===== config.mk =====
export PLATFORM = sky130hd
export DESIGN_NAME = shot_sequencer
export DESIGN_NICKNAME = d
export VERILOG_FILES = /design/src/rtl/battleship_pkg.sv /design/src/rtl/key_edge_detect.sv /design/src/rtl/shot_sequencer.sv
export SDC_FILE = /design/constraint.sdc
export NUM_CORES = 1
export LEC_CHECK = 0
export BUFFER_PORTS_ARGS = -buffer_cell sky130_fd_sc_hd__buf_2
export CAP_MARGIN = 40
export CORE_MARGIN = 2
export CORE_UTILIZATION = 57
export CTS_BUF_LIST = sky130_fd_sc_hd__clkbuf_4 sky130_fd_sc_hd__clkbuf_8
export CTS_CLUSTER_DIAMETER = 50
export DETAILED_ROUTE_END_ITERATION = 12
export GPL_ROUTABILITY_DRIVEN = 0
export GPL_TIMING_DRIVEN = 0
export PLACE_DENSITY = 0.92
export SYNTH_ARGS = -nofsm -noshare
export SYNTH_HDL_FRONTEND = slang
export SYNTH_SLANG_ARGS = --single-unit

===== constraint.sdc =====
create_clock -name clock -period 5 [get_ports clock]
set_input_delay 0 -clock clock [delete_from_list [all_inputs] [get_ports clock]]
set_output_delay 0 -clock clock [all_outputs]
set_load 0.01 [all_outputs]

===== src/rtl/battleship_pkg.sv =====
// Shared types and constants for the battleship shot path: sequencer states,
// the two-digit BCD hit counter and its saturating add.
package battleship_pkg;

  typedef enum logic [1:0] {
    S_IDLE,
    S_ISSUE,
    S_WAIT,
    S_DONE
  } seq_state_t;

  localparam int SHIP_SQUARES = 19;
  localparam int GRID_MAX     = 10;

  typedef struct packed {
    logic [3:0] tens;
    logic [3:0] ones;
  } bcd2_t;

  // Adds 0..9 to a BCD pair; any overflow past 99 clamps both digits to 9.
  function automatic bcd2_t bcd_add(input bcd2_t a, input logic [3:0] n);
    logic [4:0] sum;
    logic [4:0] tens;
    bcd2_t      r;
    sum  = {1'b0, a.ones} + {1'b0, n};
    tens = {1'b0, a.tens};
    if (sum > 5'd9) begin
      sum  = sum - 5'd10;
      tens = tens + 5'd1;
    end
    if (tens > 5'd9) begin
      r.tens = 4'd9;
      r.ones = 4'd9;
    end else begin
      r.tens = tens[3:0];
      r.ones = sum[3:0];
    end
    return r;
  endfunction

  function automatic logic [6:0] bcd_to_bin(input bcd2_t v);
    return ({3'b000, v.tens} * 7'd10) + {3'b000, v.ones};
  endfunction

endpackage


===== src/rtl/key_edge_detect.sv =====
// Synchronises a raw active-low key and emits a one-cycle pulse on each press.
// Flops reset to the released level so reset release never looks like a press.
module key_edge_detect (
  input  logic clock,
  input  logic reset_L,
  input  logic i_key_l,
  output logic o_press
);

  logic r_sync1;
  logic r_sync2;
  logic r_prev;

  // NOTE: non-blocking assignments keep each flop sampling the previous stage's old value.
  always_ff @(posedge clock or negedge reset_L) begin
    if (!reset_L) begin
      r_sync1 <= 1'b1;
      r_sync2 <= 1'b1;
      r_prev  <= 1'b1;
    end else begin
      r_sync1 <= i_key_l;
      r_sync2 <= r_sync1;
      r_prev  <= r_sync2;
    end
  end

  assign o_press = r_prev & ~r_sync2;

endmodule


===== src/rtl/shot_sequencer.sv =====
// Issues one scoring request per key press and keeps the game bookkeeping
// (shots, big bombs, BCD hit count, win/loss) from the scorer's results.
module shot_sequencer
  import battleship_pkg::*;
#(
  parameter int SHOTS     = 20,
  parameter int BIG_BOMBS = 2,
  parameter int TIMEOUT   = 15
) (
  input  logic       clock,
  input  logic       reset_L,
  input  logic       fire_L,
  input  logic       new_game,
  input  logic [3:0] x_in,
  input  logic [3:0] y_in,
  input  logic       big_in,
  output logic [3:0] shot_x,
  output logic [3:0] shot_y,
  output logic       shot_big,
  output logic [1:0] big_left,
  output logic       score_req,
  input  logic       res_valid,
  input  logic       res_wrong,
  input  logic [3:0] res_num_hit,
  output logic [4:0] shots_left,
  output logic [3:0] hits_tens,
  output logic [3:0] hits_ones,
  output logic       err,
  output logic       game_over,
  output logic       won
);

  localparam int CNT_W = $clog2(TIMEOUT + 1);

  seq_state_t       r_state, w_state_nxt;
  logic [3:0]       r_shot_x, w_shot_x_nxt;
  logic [3:0]       r_shot_y, w_shot_y_nxt;
  logic             r_shot_big, w_shot_big_nxt;
  logic [1:0]       r_big_left, w_big_left_nxt;
  logic             r_score_req, w_score_req_nxt;
  logic [4:0]       r_shots_left, w_shots_left_nxt;
  bcd2_t            r_hits, w_hits_nxt;
  logic             r_err, w_err_nxt;
  logic             r_game_over, w_game_over_nxt;
  logic             r_won, w_won_nxt;
  logic [CNT_W-1:0] r_wait_cnt, w_wait_cnt_nxt;

  logic             w_fire_evt;
  bcd2_t            w_hits_sum;
  logic [6:0]       w_hits_bin;
  logic [4:0]       w_shots_dec;
  logic             w_reached;

  key_edge_detect u_fire (
    .clock   (clock),
    .reset_L (reset_L),
    .i_key_l (fire_L),
    .o_press (w_fire_evt)
  );

  assign w_hits_sum  = bcd_add(r_hits, res_num_hit);
  assign w_hits_bin  = bcd_to_bin(w_hits_sum);
  assign w_shots_dec = r_shots_left - 5'd1;
  assign w_reached   = (w_hits_bin >= 7'(SHIP_SQUARES));

  always_comb begin
    // NOTE: every next-value defaults to its current register first, so no path infers a latch.
    w_state_nxt      = r_state;
    w_shot_x_nxt     = r_shot_x;
    w_shot_y_nxt     = r_shot_y;
    w_shot_big_nxt   = r_shot_big;
    w_big_left_nxt   = r_big_left;
    w_score_req_nxt  = 1'b0;
    w_shots_left_nxt = r_shots_left;
    w_hits_nxt       = r_hits;
    w_err_nxt        = r_err;
    w_game_over_nxt  = r_game_over;
    w_won_nxt        = r_won;
    w_wait_cnt_nxt   = r_wait_cnt;

    unique case (r_state)
      S_IDLE: begin
        if (w_fire_evt) begin
          w_shot_x_nxt    = x_in;
          w_shot_y_nxt    = y_in;
          w_shot_big_nxt  = big_in;
          w_score_req_nxt = 1'b1;
          w_state_nxt     = S_ISSUE;
        end
      end
      S_ISSUE: begin
        w_wait_cnt_nxt = '0;
        w_state_nxt    = S_WAIT;
      end
      S_WAIT: begin
        if (res_valid) begin
          if (res_wrong) begin
            w_err_nxt   = 1'b1;
            w_state_nxt = S_IDLE;
          end else begin
            w_err_nxt        = 1'b0;
            w_hits_nxt       = w_hits_sum;
            w_shots_left_nxt = w_shots_dec;
            if (r_shot_big && (r_big_left != 2'd0)) w_big_left_nxt = r_big_left - 2'd1;
            if (w_reached || (w_shots_dec == 5'd0)) begin
              w_game_over_nxt = 1'b1;
              w_won_nxt       = w_reached;
              w_state_nxt     = S_DONE;
            end else begin
              w_state_nxt = S_IDLE;
            end
          end
        end else if (r_wait_cnt == CNT_W'(TIMEOUT - 1)) begin
          w_err_nxt   = 1'b1;
          w_state_nxt = S_IDLE;
        end else begin
          w_wait_cnt_nxt = r_wait_cnt + 1'b1;
        end
      end
      S_DONE: begin
        // A press in the same cycle as new_game is dropped: DONE never looks at fire.
        if (new_game) begin
          w_shot_x_nxt     = '0;
          w_shot_y_nxt     = '0;
          w_shot_big_nxt   = 1'b0;
          w_big_left_nxt   = 2'(BIG_BOMBS);
          w_shots_left_nxt = 5'(SHOTS);
          w_hits_nxt       = '0;
          w_err_nxt        = 1'b0;
          w_game_over_nxt  = 1'b0;
          w_won_nxt        = 1'b0;
          w_wait_cnt_nxt   = '0;
          w_state_nxt      = S_IDLE;
        end
      end
      default: w_state_nxt = S_IDLE;
    endcase
  end

  always_ff @(posedge clock or negedge reset_L) begin
    if (!reset_L) begin
      r_state      <= S_IDLE;
      r_shot_x     <= '0;
      r_shot_y     <= '0;
      r_shot_big   <= 1'b0;
      r_big_left   <= 2'(BIG_BOMBS);
      r_score_req  <= 1'b0;
      r_shots_left <= 5'(SHOTS);
      r_hits       <= '0;
      r_err        <= 1'b0;
      r_game_over  <= 1'b0;
      r_won        <= 1'b0;
      r_wait_cnt   <= '0;
    end else begin
      r_state      <= w_state_nxt;
      r_shot_x     <= w_shot_x_nxt;
      r_shot_y     <= w_shot_y_nxt;
      r_shot_big   <= w_shot_big_nxt;
      r_big_left   <= w_big_left_nxt;
      r_score_req  <= w_score_req_nxt;
      r_shots_left <= w_shots_left_nxt;
      r_hits       <= w_hits_nxt;
      r_err        <= w_err_nxt;
      r_game_over  <= w_game_over_nxt;
      r_won        <= w_won_nxt;
      r_wait_cnt   <= w_wait_cnt_nxt;
    end
  end

  assign shot_x     = r_shot_x;
  assign shot_y     = r_shot_y;
  assign shot_big   = r_shot_big;
  assign big_left   = r_big_left;
  assign score_req  = r_score_req;
  assign shots_left = r_shots_left;
  assign hits_tens  = r_hits.tens;
  assign hits_ones  = r_hits.ones;
  assign err        = r_err;
  assign game_over  = r_game_over;
  assign won        = r_won;

endmodule


==> results.py <==
metrics = {
    "worst_setup_path": {
        "worst_r2r_path_depth": 19,
        "worstSetupEndpointType": "flip-flop",
        "critical_path_class": "flip-flop to flip-flop",
        "crit_path_cell_trace": "ha_1, inv_1, fa_1, xor2_2, a221oi_1, a211o_1, buf_2, nand3b_1, and3_1, nor2_1, ha_1, inv_1, fa_1, nor2b_1, o21ai_0, nor3b_1, a21oi_1, mux2i_2, a31oi_1",
        "timing.critical_path.from_type": "flip-flop",
        "r2r_setup_slack_ps": 390,
        "critical-path-slowest-cell": "fa_1",
        "worstPathMaxFanout": 10,
        "regToRegStartpoint": "hits_ones[0]$_DFFE_PN0P_",
        "cpPeakStageDelay_ps": 430,
        "timing.critical_path.arrival_ps": 4760,
        "regToRegEndpoint": "game_over$_DFFE_PN0P_",
        "critical_path_required_ps": 5150,
    },
    "detailed_routing": {
        "drtIter0Drc": 222,
        "route.detailed.wl_per_inst_um": 17.7,
        "drt_total_wl_um": 6110,
        "avg_vias_per_cell": 6.22,
        "dr.pass1.iters": 4,
        "drcViolationCount": 0,
        "ant_nets": 0,
        "vias": 2145,
    },
    "die": {
        "die_outline_height_um": 67.1,
        "core_area_um2": 3740,
        "ports_placed_on_the_boundary": 47,
        "die_x_um": 67.1,
        "initial_util_pct": 60.6,
        "floorplan.die_area_um2": 4500,
        "num_rows": 22,
    },
    "clock_network": {
        "cts_root_buffer": "clkbuf_8",
        "cts_tree": "yes",
        "cts_sinks": 37,
        "ctsLongestPathBuffers": 2,
        "cts.reportedPaths.clkPinSlew_ps": 80,
        "worstSkewPairLatency_ps": 300,
        "clock_tree.htree_level_count": 2,
        "cts_inserted_buffers": 5,
        "postCtsSetupRepairBufs": 0,
    },
    "hold_path": {
        "holdPathEnd": "err$_DFFE_PN0P_",
        "min-delay-path-class": "input pin to flip-flop",
        "hold_depth": 4,
        "worstHoldStart": "new_game",
    },
    "power": {
        "ir_drop_v": 0.000230,
        "leakage_nw": 1.34,
        "p_per_area_nw_per_um2": 327,
        "fin_total_pwr_mw": 0.911,
    },
    "yosys": {
        "ys_dominant_reg_cell": "dfrtp_1",
        "async_set_or_reset_register_ratio_after_synthesis_pct": 100,
        "synthCells": 232,
        "synth_edf_count": 0,
        "synth_nets": 271,
        "post_synth_instance_area_um2": 2270,
        "synth-warning-count": 0,
        "synth_seq_cells": 37,
        "synth_area_per_cell_um2": 9.78,
        "synth_cell_type_count": 50,
        "proportion_of_synthesized_chip_area_in_sequential_cells_pct": 41.1,
    },
    "sta": {
        "setup_tns_ps": 0,
        "worst_pin_slew_ps": 794,
        "fmax_mhz": 217,
        "period_needed_ps": 4610,
        "rsz0062_at_grt": "false",
        "finalCritPeriodShare_pct": 92.2,
        "finClkSkew_ps": 12.9,
        "timing.hold.ws_ps": 95.1,
        "number_of_setup_violations_in_the_final_report": 0,
        "timing.final.max_slew_violations": 0,
        "report.final.hold_viol_count": 0,
        "headroom_to_the_max_slew_limit_pct": 47.1,
    },
    "cells_and_area": {
        "num-nets-final": 335,
        "drive_gt1_share_pct": 21.9,
        "insertedDiodeCount": 0,
        "layout_commonest_cell": "buf_2",
        "n_fill_cell": 265,
        "utilization_of_the_core_after_routing_pct": 74.5,
        "area.growth.synth_to_final_pct": 22.9,
        "final_cell_count_no_fill": 345,
        "final_cell_mix": "47 x buf_2, 31 x dfrtp_1, 23 x nor2_1, 20 x inv_1, 17 x ha_1",
    },
    "grt": {
        "grt-ovfl-total": 0,
        "pin_count_of_the_biggest_net_entering_global_routing": 38,
        "grt_pass1_wl_um": 9910,
        "antenna_violations_before_repair": 0,
        "groute.usage.overall_pct": 30.5,
        "first_global_vias": 2062,
    },
    "status": {
        "outcome": "finished, final reports clean",
    },
    "placement": {
        "place_inst": 326,
        "dp_hpwl_um": 3870,
        "port_buffers": 46,
    },
    "flow_run": {
        "maxCapViolCount": 0,
    },
}
-- flip-flops by register name (all words and copies together) (netlist names), 2 cells and up --
name and cells:
shots_left 5, hits_ones 4, hits_tens 4, r_wait_cnt 4
shot_x 4, shot_y 4, big_left 2, r_state 2
-- metrics by stage --
stage | setup slack (ps) | cell area (um2)
finish | 391 | 2790
global route | 12.4 | 2790
CTS | 463 | 2790
detailed placement | 571 | 2560
global placement | 670 | 2560
floorplan | 933 | 2270
-- cell type report --
class                   count  area [um2]  area share, %
repair buffers             57         340           12.2
plain buffers               7        27.5          0.987
inverters                  20        75.1           2.69
flip-flops and latches     37         933           33.5
multi-input cells         168        1230           44.2
clock inverters             1        30.0           1.08
well taps                  48        60.1           2.15
clock buffers               7        90.1           3.23
-- cell usage after synthesis, drive strengths merged, types with 3 or more instances --
cell type / number / area [um2]
nand3b: 3 / 22.5
dfstp: 6 / 158
ha: 17 / 213
a21oi: 14 / 70.1
a31oi: 5 / 31.3
xor2: 5 / 51.3
a22oi: 3 / 22.5
nor3: 4 / 20.0
dfrtp: 31 / 776
inv: 20 / 75.1
a22o: 15 / 131
clkbuf: 4 / 15.0
nor2b: 3 / 18.8
or3: 3 / 18.8
buf: 3 / 12.5
xnor2: 4 / 35.0
nand3: 10 / 50.1
fa: 3 / 60.1
nor2: 23 / 86.3
o21ai: 12 / 60.1
a32o: 4 / 40.0
nand2: 11 / 41.3
-- worst max-delay path: cells and delay by family, from the launching register on --
kind	cells	cell delay, ps
adders and majority gates	4	1260
AOI/OAI and AO/OA	5	970
buffers and inverters	3	390
muxes	1	250
xor gates and xnor gates	1	220
DFF	1	370
and+or+nand+nor	5	1000
-- worst max path at each step --
stage | start | to | slack (ps)
2_1_floorplan | hits_ones[0]$_DFFE_PN0P_ | r_state[0]$_DFFE_PN0P_ | 930
3_3_place_gp | hits_ones[0]$_DFFE_PN0P_ | r_state[0]$_DFFE_PN0P_ | 670
3_5_place_dp | hits_ones[0]$_DFFE_PN0P_ | r_state[0]$_DFFE_PN0P_ | 570
4_1_cts | hits_ones[0]$_DFFE_PN0P_ | r_state[0]$_DFFE_PN0P_ | 460
5_1_grt | hits_ones[0]$_DFFE_PN0P_ | game_over$_DFFE_PN0P_ | 10
6_report | hits_ones[0]$_DFFE_PN0P_ | game_over$_DFFE_PN0P_ | 390
-- timing repair --
item                       CTS  global route
hold buffers                11             0
setup endpoints to repair    0             0
hold endpoints to repair    41             0
resized for setup            0             0
-- routing by layer --
metal  routed length (um)  vias to the layer above  track usage [%]
met5                    0                        -                0
li1                     -                      975                -
met4                  214                        0             13.8
met1                 2450                     1050             39.3
met2                 3050                       98             48.9
met3                  392                       22             6.59
-- kinds of logic after synthesis --
family / synth area share, %
buffers and inverters: 4.52
xor gates and xnor gates: 3.81
and+or+nand+nor: 14.0
DFF: 41.1
adders and majority gates: 12.0
muxes: 1.54
AOI/OAI and AO/OA: 23.0
-- where the power goes --
| part | internal [mW] | switching (mW) |
|---|---|---|
| Combinational | 0.117 | 0.158 |
| Sequential | 0.330 | 0.0268 |
| Clock | 0.168 | 0.111 |
Power figures use the tool's default switching activity.
